===== src/rtl/div_pkg.sv =====
// Shared definitions for the sequential RV32M divider: op encodings, FSM states
// and special-case quotient constants.
package div_pkg;

    localparam int unsigned XLEN = 32;

    typedef enum logic [1:0] {
        OP_DIV  = 2'b00,
        OP_DIVU = 2'b01,
        OP_REM  = 2'b10,
        OP_REMU = 2'b11
    } div_op_e;

    typedef enum logic [1:0] {
        IDLE,
        PREP,
        CALC,
        FIN
    } div_state_e;

    localparam logic [XLEN-1:0] DIV_ZERO_Q = {XLEN{1'b1}};
    localparam logic [XLEN-1:0] OVF_Q      = {1'b1, {(XLEN-1){1'b0}}};

    function automatic logic is_signed_op(input div_op_e op);
        return (op == OP_DIV) || (op == OP_REM);
    endfunction

    function automatic logic is_rem_op(input div_op_e op);
        return (op == OP_REM) || (op == OP_REMU);
    endfunction

endpackage


===== src/rtl/div_step.sv =====
// One combinational restoring-division step on magnitudes; the compare is done
// as an XLEN+1-bit subtract so a shifted remainder above 2^XLEN-1 cannot overflow.
module div_step #(
    parameter int unsigned XLEN = div_pkg::XLEN
) (
    input  logic [XLEN-1:0] rem_i,
    input  logic [XLEN-1:0] q_i,
    input  logic [XLEN-1:0] dvs_i,
    output logic [XLEN-1:0] rem_o,
    output logic [XLEN-1:0] q_o
);

    logic [XLEN:0] shifted;
    logic [XLEN:0] diff;

    always_comb begin
        shifted = {rem_i, q_i[XLEN-1]};
        diff    = shifted - {1'b0, dvs_i};
        // No borrow out of the top bit means shifted >= divisor.
        if (!diff[XLEN]) begin
            rem_o = diff[XLEN-1:0];
            q_o   = {q_i[XLEN-2:0], 1'b1};
        end else begin
            rem_o = shifted[XLEN-1:0];
            q_o   = {q_i[XLEN-2:0], 1'b0};
        end
    end

endmodule


===== src/rtl/seq_divider.sv =====
// Iterative radix-2 restoring divider for DIV/DIVU/REM/REMU with start/busy/done.
// Define SEQ_DIVIDER_EARLY_OUT_EN to skip CALC for divide-by-zero and signed overflow.
module seq_divider #(
    parameter int unsigned XLEN = div_pkg::XLEN,
    parameter int unsigned ITER = XLEN
) (
    input  logic            clk_i,
    input  logic            rst_ni,
    input  logic            start_i,
    input  logic [1:0]      op_i,
    input  logic [XLEN-1:0] dividend_i,
    input  logic [XLEN-1:0] divisor_i,
    output logic            busy_o,
    output logic            done_o,
    output logic [XLEN-1:0] result_o
);

    import div_pkg::*;

    localparam int unsigned CntW = (ITER > 1) ? $clog2(ITER) : 1;
    localparam logic [CntW-1:0] CntLast = CntW'(ITER - 1);

    div_state_e      state_q, state_d;
    div_op_e         op_q, op_d;
    logic [XLEN-1:0] dividend_q, dividend_d;
    logic [XLEN-1:0] divisor_q, divisor_d;
    logic [XLEN-1:0] dvs_q, dvs_d;
    logic [XLEN-1:0] rem_q, rem_d;
    logic [XLEN-1:0] quo_q, quo_d;
    logic [CntW-1:0] cnt_q, cnt_d;
    logic            neg_quo_q, neg_quo_d;
    logic            neg_rem_q, neg_rem_d;
    logic            div0_q, div0_d;
    logic            ovf_q, ovf_d;
    logic            done_q, done_d;
    logic [XLEN-1:0] result_q, result_d;

    logic [XLEN-1:0] step_rem;
    logic [XLEN-1:0] step_quo;

    div_step #(
        .XLEN (XLEN)
    ) u_div_step (
        .rem_i (rem_q),
        .q_i   (quo_q),
        .dvs_i (dvs_q),
        .rem_o (step_rem),
        .q_o   (step_quo)
    );

    logic            sgn_op;
    logic            a_neg;
    logic            b_neg;
    logic [XLEN-1:0] fin_quo;
    logic [XLEN-1:0] fin_rem;

    always_comb begin
        state_d    = state_q;
        op_d       = op_q;
        dividend_d = dividend_q;
        divisor_d  = divisor_q;
        dvs_d      = dvs_q;
        rem_d      = rem_q;
        quo_d      = quo_q;
        cnt_d      = cnt_q;
        neg_quo_d  = neg_quo_q;
        neg_rem_d  = neg_rem_q;
        div0_d     = div0_q;
        ovf_d      = ovf_q;
        result_d   = result_q;
        done_d     = 1'b0;
        sgn_op     = is_signed_op(op_q);
        a_neg      = sgn_op & dividend_q[XLEN-1];
        b_neg      = sgn_op & divisor_q[XLEN-1];
        fin_quo    = neg_quo_q ? (~quo_q + 1'b1) : quo_q;
        fin_rem    = neg_rem_q ? (~rem_q + 1'b1) : rem_q;

        unique case (state_q)
            IDLE: begin
                if (start_i) begin
                    op_d       = div_op_e'(op_i);
                    dividend_d = dividend_i;
                    divisor_d  = divisor_i;
                    state_d    = PREP;
                end
            end
            PREP: begin
                quo_d     = a_neg ? (~dividend_q + 1'b1) : dividend_q;
                dvs_d     = b_neg ? (~divisor_q + 1'b1) : divisor_q;
                rem_d     = '0;
                cnt_d     = '0;
                neg_quo_d = a_neg ^ b_neg;
                neg_rem_d = a_neg;
                div0_d    = (divisor_q == '0);
                ovf_d     = sgn_op && (dividend_q == OVF_Q) && (divisor_q == {XLEN{1'b1}});
                state_d   = CALC;
`ifdef SEQ_DIVIDER_EARLY_OUT_EN
                if ((divisor_q == '0) ||
                    (sgn_op && (dividend_q == OVF_Q) && (divisor_q == {XLEN{1'b1}}))) begin
                    state_d = FIN;
                end
`endif
            end
            CALC: begin
                rem_d = step_rem;
                quo_d = step_quo;
                cnt_d = cnt_q + 1'b1;
                if (cnt_q == CntLast) begin
                    state_d = FIN;
                end
            end
            FIN: begin
                // Special cases ignore whatever CALC left in the datapath.
                if (div0_q) begin
                    fin_quo = DIV_ZERO_Q;
                    fin_rem = dividend_q;
                end else if (ovf_q) begin
                    fin_quo = OVF_Q;
                    fin_rem = '0;
                end
                result_d = is_rem_op(op_q) ? fin_rem : fin_quo;
                done_d   = 1'b1;
                state_d  = IDLE;
            end
            default: state_d = IDLE;
        endcase
    end

    always_ff @(posedge clk_i or negedge rst_ni) begin
        if (!rst_ni) begin
            state_q    <= IDLE;
            op_q       <= OP_DIV;
            dividend_q <= '0;
            divisor_q  <= '0;
            dvs_q      <= '0;
            rem_q      <= '0;
            quo_q      <= '0;
            cnt_q      <= '0;
            neg_quo_q  <= 1'b0;
            neg_rem_q  <= 1'b0;
            div0_q     <= 1'b0;
            ovf_q      <= 1'b0;
            done_q     <= 1'b0;
            result_q   <= '0;
        end else begin
            state_q    <= state_d;
            op_q       <= op_d;
            dividend_q <= dividend_d;
            divisor_q  <= divisor_d;
            dvs_q      <= dvs_d;
            rem_q      <= rem_d;
            quo_q      <= quo_d;
            cnt_q      <= cnt_d;
            neg_quo_q  <= neg_quo_d;
            neg_rem_q  <= neg_rem_d;
            div0_q     <= div0_d;
            ovf_q      <= ovf_d;
            done_q     <= done_d;
            result_q   <= result_d;
        end
    end

    assign busy_o   = (state_q != IDLE);
    assign done_o   = done_q;
    assign result_o = result_q;

endmodule


===== config.mk =====
export PLATFORM = sky130hd
export DESIGN_NAME = seq_divider
export DESIGN_NICKNAME = d
export VERILOG_FILES = /design/src/rtl/div_pkg.sv /design/src/rtl/div_step.sv /design/src/rtl/seq_divider.sv
export SDC_FILE = /design/constraint.sdc
export NUM_CORES = 1
export LEC_CHECK = 0
export ABC_AREA = 1
export CAP_MARGIN = 20
export CORE_MARGIN = 1.5
export CORE_UTILIZATION = 66
export DETAILED_ROUTE_END_ITERATION = 16
export HOLD_SLACK_MARGIN = 0.03
export PLACE_DENSITY = 0.95
export SLEW_MARGIN = 10
export SYNTH_ARGS = -nofsm -noshare
export SYNTH_HDL_FRONTEND = slang
export SYNTH_SLANG_ARGS = --single-unit

===== constraint.sdc =====
create_clock -name clk_i -period 5.1 [get_ports clk_i]
set_input_delay 0.765 -clock clk_i [delete_from_list [all_inputs] [get_ports clk_i]]
set_output_delay 0.765 -clock clk_i [all_outputs]
set_load 0.02 [all_outputs]

==> flow_metrics.tcl, run 1 <==
set metrics [dict create \
    slew_violations 0 \
    drc_errors 0 \
    slew_headroom_pct 25.64 \
    post_cts_buffers 0 \
    leakage_nw 9.091 \
    power.switching_w 0.007249 \
    critPathLaunchType "flip-flop" \
    die_w_microns 155.7 \
    synthArstFlopShare_pct 100.0 \
    dp_slack_ps 1737 \
    cts_root_buf "clkbuf_16" \
    area_growth_pct 12.43 \
    worstPathMaxFanout 46 \
    fp.dieH_microns 155.7 \
    holdBufCountCts 0 \
    avgSynthCellArea_sq_um 6.507 \
    pwr-share-clk_pct 13.0 \
    layout.cells.most_common_list "672 x nand2_1, 325 x inv_1, 258 x nand3_1, 238 x nor2_1, 206 x dfrtp_1" \
    setup_viol 0 \
    crit_arrival_ps 4020 \
    cp-endpoint "quo_q[26]$_DFFE_PN0P_" \
    wire_per_inst_microns 18.73 \
    p_comb_share_pct 62.5 \
    rrSetupSlack_ps 1550 \
    ioPinCount 103 \
    cts_tree "built" \
    vias 16656 \
    r2r.worst_path.cells 9 \
    drt-total-wl_microns 51520 \
    globalplace.congestion 1.065 \
    start_util_pct 67.56 \
    grtUsageTotal_pct 42.83 \
    finalNetCount 2540 \
    yosysWarnings 0 \
    path_clk_slew_ps 60 \
    drive_gt1_share_pct 4.471 \
    via_per_inst 6.055 \
    grt-ovfl-total 0 \
    path_class "reg -> reg" \
    cts_sinks 206 \
    grt_pass1_vias 15431 \
    hold_class "in -> async" \
    synth-main-ff-cell "dfrtp_1" \
    drv_cap 0 \
    totalPowerFinal_w 0.01329 \
    fmax_ghz 0.2815 \
    status "finished clean" \
    final.setup.tns_ps 0 \
    rr_startpoint "state_q[1]$_DFFE_PN0P_" \
    crit_path_end_kind "flip-flop" \
    netlist_area_sq_mm 0.01539 \
    final_common_cell "nand2_1" \
    r2r-end "quo_q[26]$_DFFE_PN0P_" \
    grt_max_degree 127 \
    rows 55 \
    die_area_sq_mm 0.02424 \
    cts_max_path_buffers 3 \
    dr.pass1.iters 7 \
    syn_inst 2365 \
    p_sw_share_pct 54.56 \
    worst_slew_pin_slew_ps 1115 \
    hold_ws_ps 354.6 \
    ir_worst_vdd_mv 0.5610 \
    grt_pass1_wl_microns 80890 \
    syn-num-nets 2479 \
    ys_seq_area_share_pct 33.50 \
    cts_resized 0 \
    power.sequential.fraction_pct 24.5 \
    core-area_sq_mm 0.02278 \
    ys_seq_elements 206 \
    antenna_left 0 \
    cts_buffers 23 \
    cp.required_ps 5560 \
    cellInternalPower_w 0.006036 \
    diodes 0 \
    grt_antenna_before_repair 0 \
    htree_num_levels 1 \
    min_period_ps 3553 \
    drtIter0Drc 2434 \
    portBuffers 102 \
    hold_violations 0 \
    synth-edff-count 0 \
    synth.distinct_cells 49 \
    crit_start "state_q[1]$_DFFE_PN0P_" \
    insertion_delay_ps 550 \
    grt_setup_unrepaired "no" \
    dpl.hpwl_microns 38650 \
    skew_ps 23.39 \
    p_per_area_mw_per_mm2 767.9 \
    timing.final.crit_share_pct 69.66 \
    setup_ws_ps 1547 \
]
synth_stat cells (6+ instances only):
cell type  number  area (sq um)
o221ai_1       18         157.7
a21oi_1       145         725.7
buf_2          15         75.07
nand2_2        27         168.9
nor2_1        238         893.4
nand2_1       673          2526
clkinv_1        7         26.28
dfrtp_1       206          5155
buf_1           8         30.03
ha_1           44         550.5
inv_1         325          1220
nand3b_1        6         45.04
clkbuf_1       51         191.4
o22ai_1        18         112.6
xnor2_1        13         113.9
nor3_1         23         115.1
o21bai_1       17         127.6
o21ai_1         6         30.03
nand3_1       258          1291
o211ai_1       10         75.07
xor2_1         40         350.3
nand4_1        44         275.3
a31oi_1         7         43.79
o21ai_0       106         530.5
nor2_2          7         43.79
sequential cells by signal, summed over array words and instances, names as in the netlist, 2 cells and up:
name / flops
cnt_q: 5
dvs_q: 32
divisor_q: 32
dividend_q: 32
rem_q: 32
result_o: 32
state_q: 2
quo_q: 32
op_q: 2
power by group through the flow:
| stage | Sequential [W] | Clock, W | Combinational [W] |
|---|---|---|---|
| 3_3_place_gp | 0.00317 | 0 | 0.00772 |
| 6_report | 0.00326 | 0.00173 | 0.00830 |
| 4_1_cts | 0.00318 | 0.00172 | 0.00803 |
| 5_1_grt | 0.00330 | 0.00179 | 0.00911 |
| 2_1_floorplan | 0.00300 | 0 | 0.00575 |
| 3_5_place_dp | 0.00319 | 0 | 0.00794 |
stage by stage:
| stage | std cells | utilization [%] | instance area [sq um] |
|---|---|---|---|
| floorplan | 2365 | - | 15390 |
| global placement | 2714 | 72.60 | 16540 |
| detailed placement | 2714 | 72.60 | 16540 |
| CTS | 2751 | 75.96 | 17300 |
| global route | 2751 | 75.96 | 17300 |
| finish | 2751 | 75.96 | 17300 |
final cells by class:
cell class,instances,area (sq um)
clock buffers,31,645.6
repair buffers,116,1130
flip-flops and latches,206,5155
clock inverters,6,120.1
inverters,337,1265
fillers,1746,5477
multi-input cells,1742,8594
well taps,313,391.6
layer usage:
layer	wire length [microns]	GRT usage, %	up-vias
met5	0	0.8282	-
met4	2281	16.37	0
met3	6846	12.42	184
met2	21700	64.07	1097
met1	20700	58.79	7626
li1	-	-	7749
worst max-delay path, stage by stage (launching register included):
cell and delay [ps]:
dfrtp_1 400, inv_1 110, ha_1 880, inv_2 600
nor2_2 250, buf_4 250, clkinv_1 480, a21oi_1 280
o21ai_0 110, nand3_1 70
worst min-delay path by stage:
| stage | depth (start not counted) | from | endpoint | slack (ps) |
|---|---|---|---|---|
| finish | 1 | rst_ni | dvs_q[9]$_DFFE_PN0N_ | 350 |
| global route | 1 | rst_ni | dvs_q[9]$_DFFE_PN0N_ | 450 |
| CTS | 1 | rst_ni | rem_q[21]$_DFFE_PN0P_ | 450 |
| detailed placement | 2 | result_o[10]$_DFFE_PN0P_ | result_o[10]$_DFFE_PN0P_ | 470 |
| global placement | 2 | result_o[5]$_DFFE_PN0P_ | result_o[5]$_DFFE_PN0P_ | 460 |
| floorplan | 2 | dvs_q[10]$_DFFE_PN0N_ | dvs_q[10]$_DFFE_PN0N_ | 450 |
cell families after synthesis:
group | Yosys count | synth area share, %
simple gates | 1294 | 35.96
buf+inv | 417 | 10.70
compound gates | 345 | 12.75
flops | 206 | 33.50
xor+xnor | 53 | 3.017
fa+ha+maj | 45 | 3.708
mux | 5 | 0.3659
Note: power is estimated with default switching activity, not from simulation.
==> run 2: changes to the inputs <==
Settings changed: CORE_UTILIZATION 66 to 61, PLACE_DENSITY 0.95 to 0.89.
Clock period 5.1 ns to 3.3 ns, I/O delays scaled along.
==> flow_metrics.tcl, run 2 (synthesis results as in run 1) <==
set metrics [dict create \
    via_per_inst 6.031 \
    path_clk_slew_ps 60 \
    status "finished clean" \
    antenna_left 0 \
    start_util_pct 62.72 \
    cts_tree "built" \
    skew_ps 24.00 \
    drtIter0Drc 2302 \
    leakage_nw 9.166 \
    cp.required_ps 3710 \
    dr.pass1.iters 10 \
    path_common_cell "nand2_2" \
    core-area_sq_mm 0.02453 \
    crit_path_end_kind "flip-flop" \
    drv_cap 0 \
    portBuffers 102 \
    grt_max_degree 81 \
    cts_sinks 206 \
    grt_pass1_vias 15657 \
    diodes 0 \
    slew_violations 0 \
    critPathLaunchType "flip-flop" \
    p_per_area_mw_per_mm2 1199 \
    ir_worst_vdd_mv 1.134 \
    dpl.hpwl_microns 40860 \
    drive_gt1_share_pct 5.022 \
    setup_viol 0 \
    cts_buffers 23 \
    layout.cells.most_common_list "672 x nand2_1, 325 x inv_1, 258 x nand3_1, 238 x nor2_1, 206 x dfrtp_1" \
    finalNetCount 2546 \
    insertion_delay_ps 540 \
    post_cts_buffers 0 \
    die_area_sq_mm 0.02619 \
    cpMaxStageDelayCell "dfrtp_1" \
    fmax_ghz 0.3631 \
    worst_slew_pin_slew_ps 730.3 \
    grt_setup_unrepaired "no" \
    fp.dieH_microns 161.8 \
    slew_headroom_pct 51.31 \
    drt-total-wl_microns 53540 \
    timing.final.crit_share_pct 83.46 \
    hold_violations 0 \
    htree_num_levels 1 \
    ioPinCount 103 \
    cpPeakStageDelay_ps 460 \
    path_class "reg -> reg" \
    cts_resized 0 \
    wire_per_inst_microns 19.31 \
    area_growth_pct 13.39 \
    path_cells "ha_1 > nand2_2 > inv_1 > a21oi_2 > nand2_2 > nand2_2 > nand2_4 > nand2_4 > nand3_4 > nand2_8 > nand2_1 > nand3_1 > nand2_1" \
    die_w_microns 161.8 \
    grt-ovfl-total 0 \
    hold_class "in -> async" \
    grtUsageTotal_pct 41.12 \
    final_common_cell "nand2_1" \
    final.setup.tns_ps 0 \
    globalplace.congestion 1.023 \
    rows 57 \
    drc_errors 0 \
    cts_max_path_buffers 3 \
    holdBufCountCts 0 \
    grt_antenna_before_repair 3 \
    crit_arrival_ps 3170 \
    grt_pass1_wl_microns 84170 \
    cts_root_buf "clkbuf_16" \
    worstPathMaxFanout 31 \
    min_period_ps 2754 \
    totalPowerFinal_w 0.02093 \
    vias 16724 \
]
==> run 2: final cells by class <==
class	instances	area, sq um
flip-flops and latches	206	5155
inverters	337	1265
clock inverters	15	196.4
clock buffers	27	620.6
fillers	2080	7084
repair buffers	122	1212
multi-input cells	1742	8594
well taps	324	405.4
==> run 2: path summary, 6_finish.rpt <==
path	startpoint	to	slack [ps]	cells past startpoint
setup / recovery	rem_q[6]$_DFFE_PN0P_	rem_q[12]$_DFFE_PN0P_	550	13
hold / removal	rst_ni	rem_q[30]$_DFFE_PN0P_	20	1
setup reg to reg	rem_q[6]$_DFFE_PN0P_	rem_q[12]$_DFFE_PN0P_	550	13
hold reg to reg	result_o[9]$_DFFE_PN0P_	result_o[9]$_DFFE_PN0P_	480	2
max in group asynchronous	rst_ni	dvs_q[29]$_DFFE_PN0N_	2400	2
min in group clk_i	result_o[9]$_DFFE_PN0P_	result_o[9]$_DFFE_PN0P_	480	2
==> run 2: routing by layer <==
metal | vias up | share of wire (%) | track usage, %
li1 | 7765 | - | -
met4 | 6 | 4.3 | 14.14
met2 | 1055 | 43 | 62.35
met1 | 7699 | 41 | 57.02
met5 | - | 0.067 | 0
met3 | 199 | 12 | 10.88
==> run 2: critical path: cells and delay by family, from the launching register on <==
kind | cells | cell delay (ps)
AO/OA/AOI/OAI | 1 | 190
buffers and inverters | 1 | 70
adder cells (fa/ha/maj) | 1 | 380
AND/OR/NAND/NOR | 10 | 1500
flip-flops | 1 | 460
==> run 2: through the flow <==
step	hold slack [ps]	setup WS [ps]	instance area (sq um)	util (%)	cells
5_1_grt	85.15	396.5	17450	71.12	2773
3_5_place_dp	464.5	718.1	16630	67.79	2731
6_report	22.76	545.8	17450	71.12	2773
2_1_floorplan	199.4	1162	15390	-	2365
3_3_place_gp	464.9	763.4	16630	67.79	2731
4_1_cts	54.96	633.1	17450	71.12	2773
==> run 2: power by group <==
group / internal, W / switching [W] / total, W
clock: 0.00167 / 0.00111 / 0.00278
combinational: 0.00410 / 0.00913 / 0.0132
sequential: 0.00368 / 0.00124 / 0.00492
total: 0.00945 / 0.0115 / 0.0209
==> run 3: changes to the inputs <==
Clock period 3.3 ns to 2.57 ns, I/O delays scaled along.
==> flow_metrics.tcl, run 3 (synthesis results as in run 1) <==
set metrics [dict create \
    hold_violations 0 \
    start_util_pct 62.72 \
    die_area_sq_mm 0.02619 \
    grt_max_degree 66 \
    use_met3_pct 9.295 \
    design_area_sq_mm 0.01772 \
    power.switching_w 0.01490 \
    slew_headroom_pct 53.40 \
    fill_cells 1984 \
    use_met1_pct 59.32 \
    setup_viol 0 \
    rrSetupSlack_ps 120 \
    path_class "reg -> out" \
    insertion_delay_ps 560 \
    antenna_left 0 \
    ir_worst_vdd_mv 0.9634 \
    grt_pass1_wl_microns 84820 \
    cts_sinks 206 \
    cp.required_ps 2180 \
    fmax_ghz 0.3951 \
    fp.dieH_microns 161.8 \
    power.sequential.fraction_pct 23.3 \
    cts_tree "built" \
    p_comb_share_pct 63.7 \
    worstPathMaxFanout 4 \
    drv_cap 0 \
    timing.final.crit_share_pct 98.48 \
    finalNetCount 2573 \
    multi_input_area_sq_mm 0.008640 \
    grt_pass1_vias 15553 \
    seq_area_sq_mm 0.005155 \
    pwr-share-clk_pct 13.0 \
    drtIter0Drc 2509 \
    r2r.worst_path.cells 14 \
    cts_buffers 24 \
    crit_arrival_ps 2150 \
    globalplace.congestion 1.002 \
    p_per_area_mw_per_mm2 1532 \
    via_per_inst 6.052 \
    totalPowerFinal_w 0.02715 \
    area_growth_pct 15.16 \
    rows 57 \
    leakage_nw 9.306 \
    status "finished clean" \
    rr_startpoint "rem_q[13]$_DFFE_PN0P_" \
    place_area_sq_mm 0.01679 \
    vias 16953 \
    dpl.hpwl_microns 40920 \
    grtUsageTotal_pct 41.61 \
    portBuffers 102 \
    crit_start "state_q[0]$_DFFE_PN0P_" \
    drc_errors 0 \
    drive_gt1_share_pct 5.975 \
    ioPinCount 103 \
    hold_ws_ps 358.4 \
    skew_ps 18.24 \
    grt-busiest-layer "met2" \
    hold_class "in -> async" \
    grt_antenna_before_repair 2 \
    core-area_sq_mm 0.02453 \
    r2r-end "rem_q[13]$_DFFE_PN0P_" \
    layout.cells.most_common_list "672 x nand2_1, 325 x inv_1, 258 x nand3_1, 238 x nor2_1, 206 x dfrtp_1" \
    met2_usage_pct 62.33 \
    wire_per_inst_microns 19.43 \
    crit_path_end_kind "output port" \
    min_period_ps 2531 \
    htree_num_levels 1 \
    p_sw_share_pct 54.87 \
    slew_violations 0 \
    cts_max_path_buffers 3 \
    path_clk_slew_ps 70 \
    diodes 0 \
    cts_root_buf "clkbuf_16" \
    cellInternalPower_w 0.01225 \
    die_w_microns 161.8 \
    worst_slew_pin_slew_ps 691.7 \
    critPathLaunchType "flip-flop" \
    drt-total-wl_microns 54430 \
    grt-ovfl-total 0 \
    dr.pass1.iters 9 \
    final_common_cell "nand2_1" \
]
==> run 3: changes by cell type in the layout (fill, tap and decap cells not counted), moves of 2 or more <==
cell,before,now
clkbuf_8,4,7
clkbuf_1,1,4
bufinv_16,4,1
clkinv_2,8,5
buf_4,17,34
buf_12,3,8
nand2_4,4,6
==> run 3: through the flow <==
stage          TNS (ps)  std cells  setup WS (ps)  util (%)
6_report              0       2801          39.17     72.24
5_1_grt          -2.288       2801         -2.288     72.24
4_1_cts               0       2792          41.46     71.77
3_5_place_dp          0       2747          141.4     68.44
3_3_place_gp          0       2747          221.9     68.44
2_1_floorplan         0       2365          431.8         -
==> run 3: worst max-delay path, cell delays in order, from the launching register on <==
cell and delay (ps):
dfrtp_1 400, inv_1 150, ha_1 310, inv_1 110, clkdlybuf4s50_1 610
==> run 3: power by group through the flow <==
stage          sequential, W  clock [W]  combinational (W)
6_report             0.00633    0.00352             0.0173
5_1_grt              0.00641    0.00365             0.0188
4_1_cts              0.00621    0.00352             0.0165
3_5_place_dp         0.00624          0             0.0163
3_3_place_gp         0.00617          0             0.0160
2_1_floorplan        0.00595          0             0.0114
==> run 3: layout make-up <==
cell class | count | area share (%)
well taps | 324 | 2.287
inverters | 337 | 7.138
clock buffers | 34 | 3.940
clock inverters | 10 | 0.6142
flip-flops and latches | 206 | 29.09
repair buffers | 145 | 8.183
multi-input cells | 1745 | 48.75
==> run 3: timing repair <==
action / 4_1_cts / 5_1_grt
setup buffers: 0 / 6
hold buffers: 1 / 0
endpoints found under the setup margin: 0 / 30
hold endpoints to repair: 44 / 0
gates resized for setup: 0 / 5
==> run 3: how the worst max path moves through the flow <==
stage	end	slack (ps)	depth (start not counted)
after floorplan	rem_q[31]$_DFFE_PN0P_	430	18
after global placement	rem_q[18]$_DFFE_PN0P_	220	17
after detailed placement	rem_q[16]$_DFFE_PN0P_	140	17
after CTS	busy_o	40	4
after global routing	rem_q[13]$_DFFE_PN0P_	-2	14
final	busy_o	40	4
==> run 3: layer usage <==
metal | up-vias | share of wire, %
li1 | 7826 | -
met5 | - | 0.024
met2 | 1133 | 43
met4 | 2 | 3.7
met1 | 7838 | 42
met3 | 154 | 12
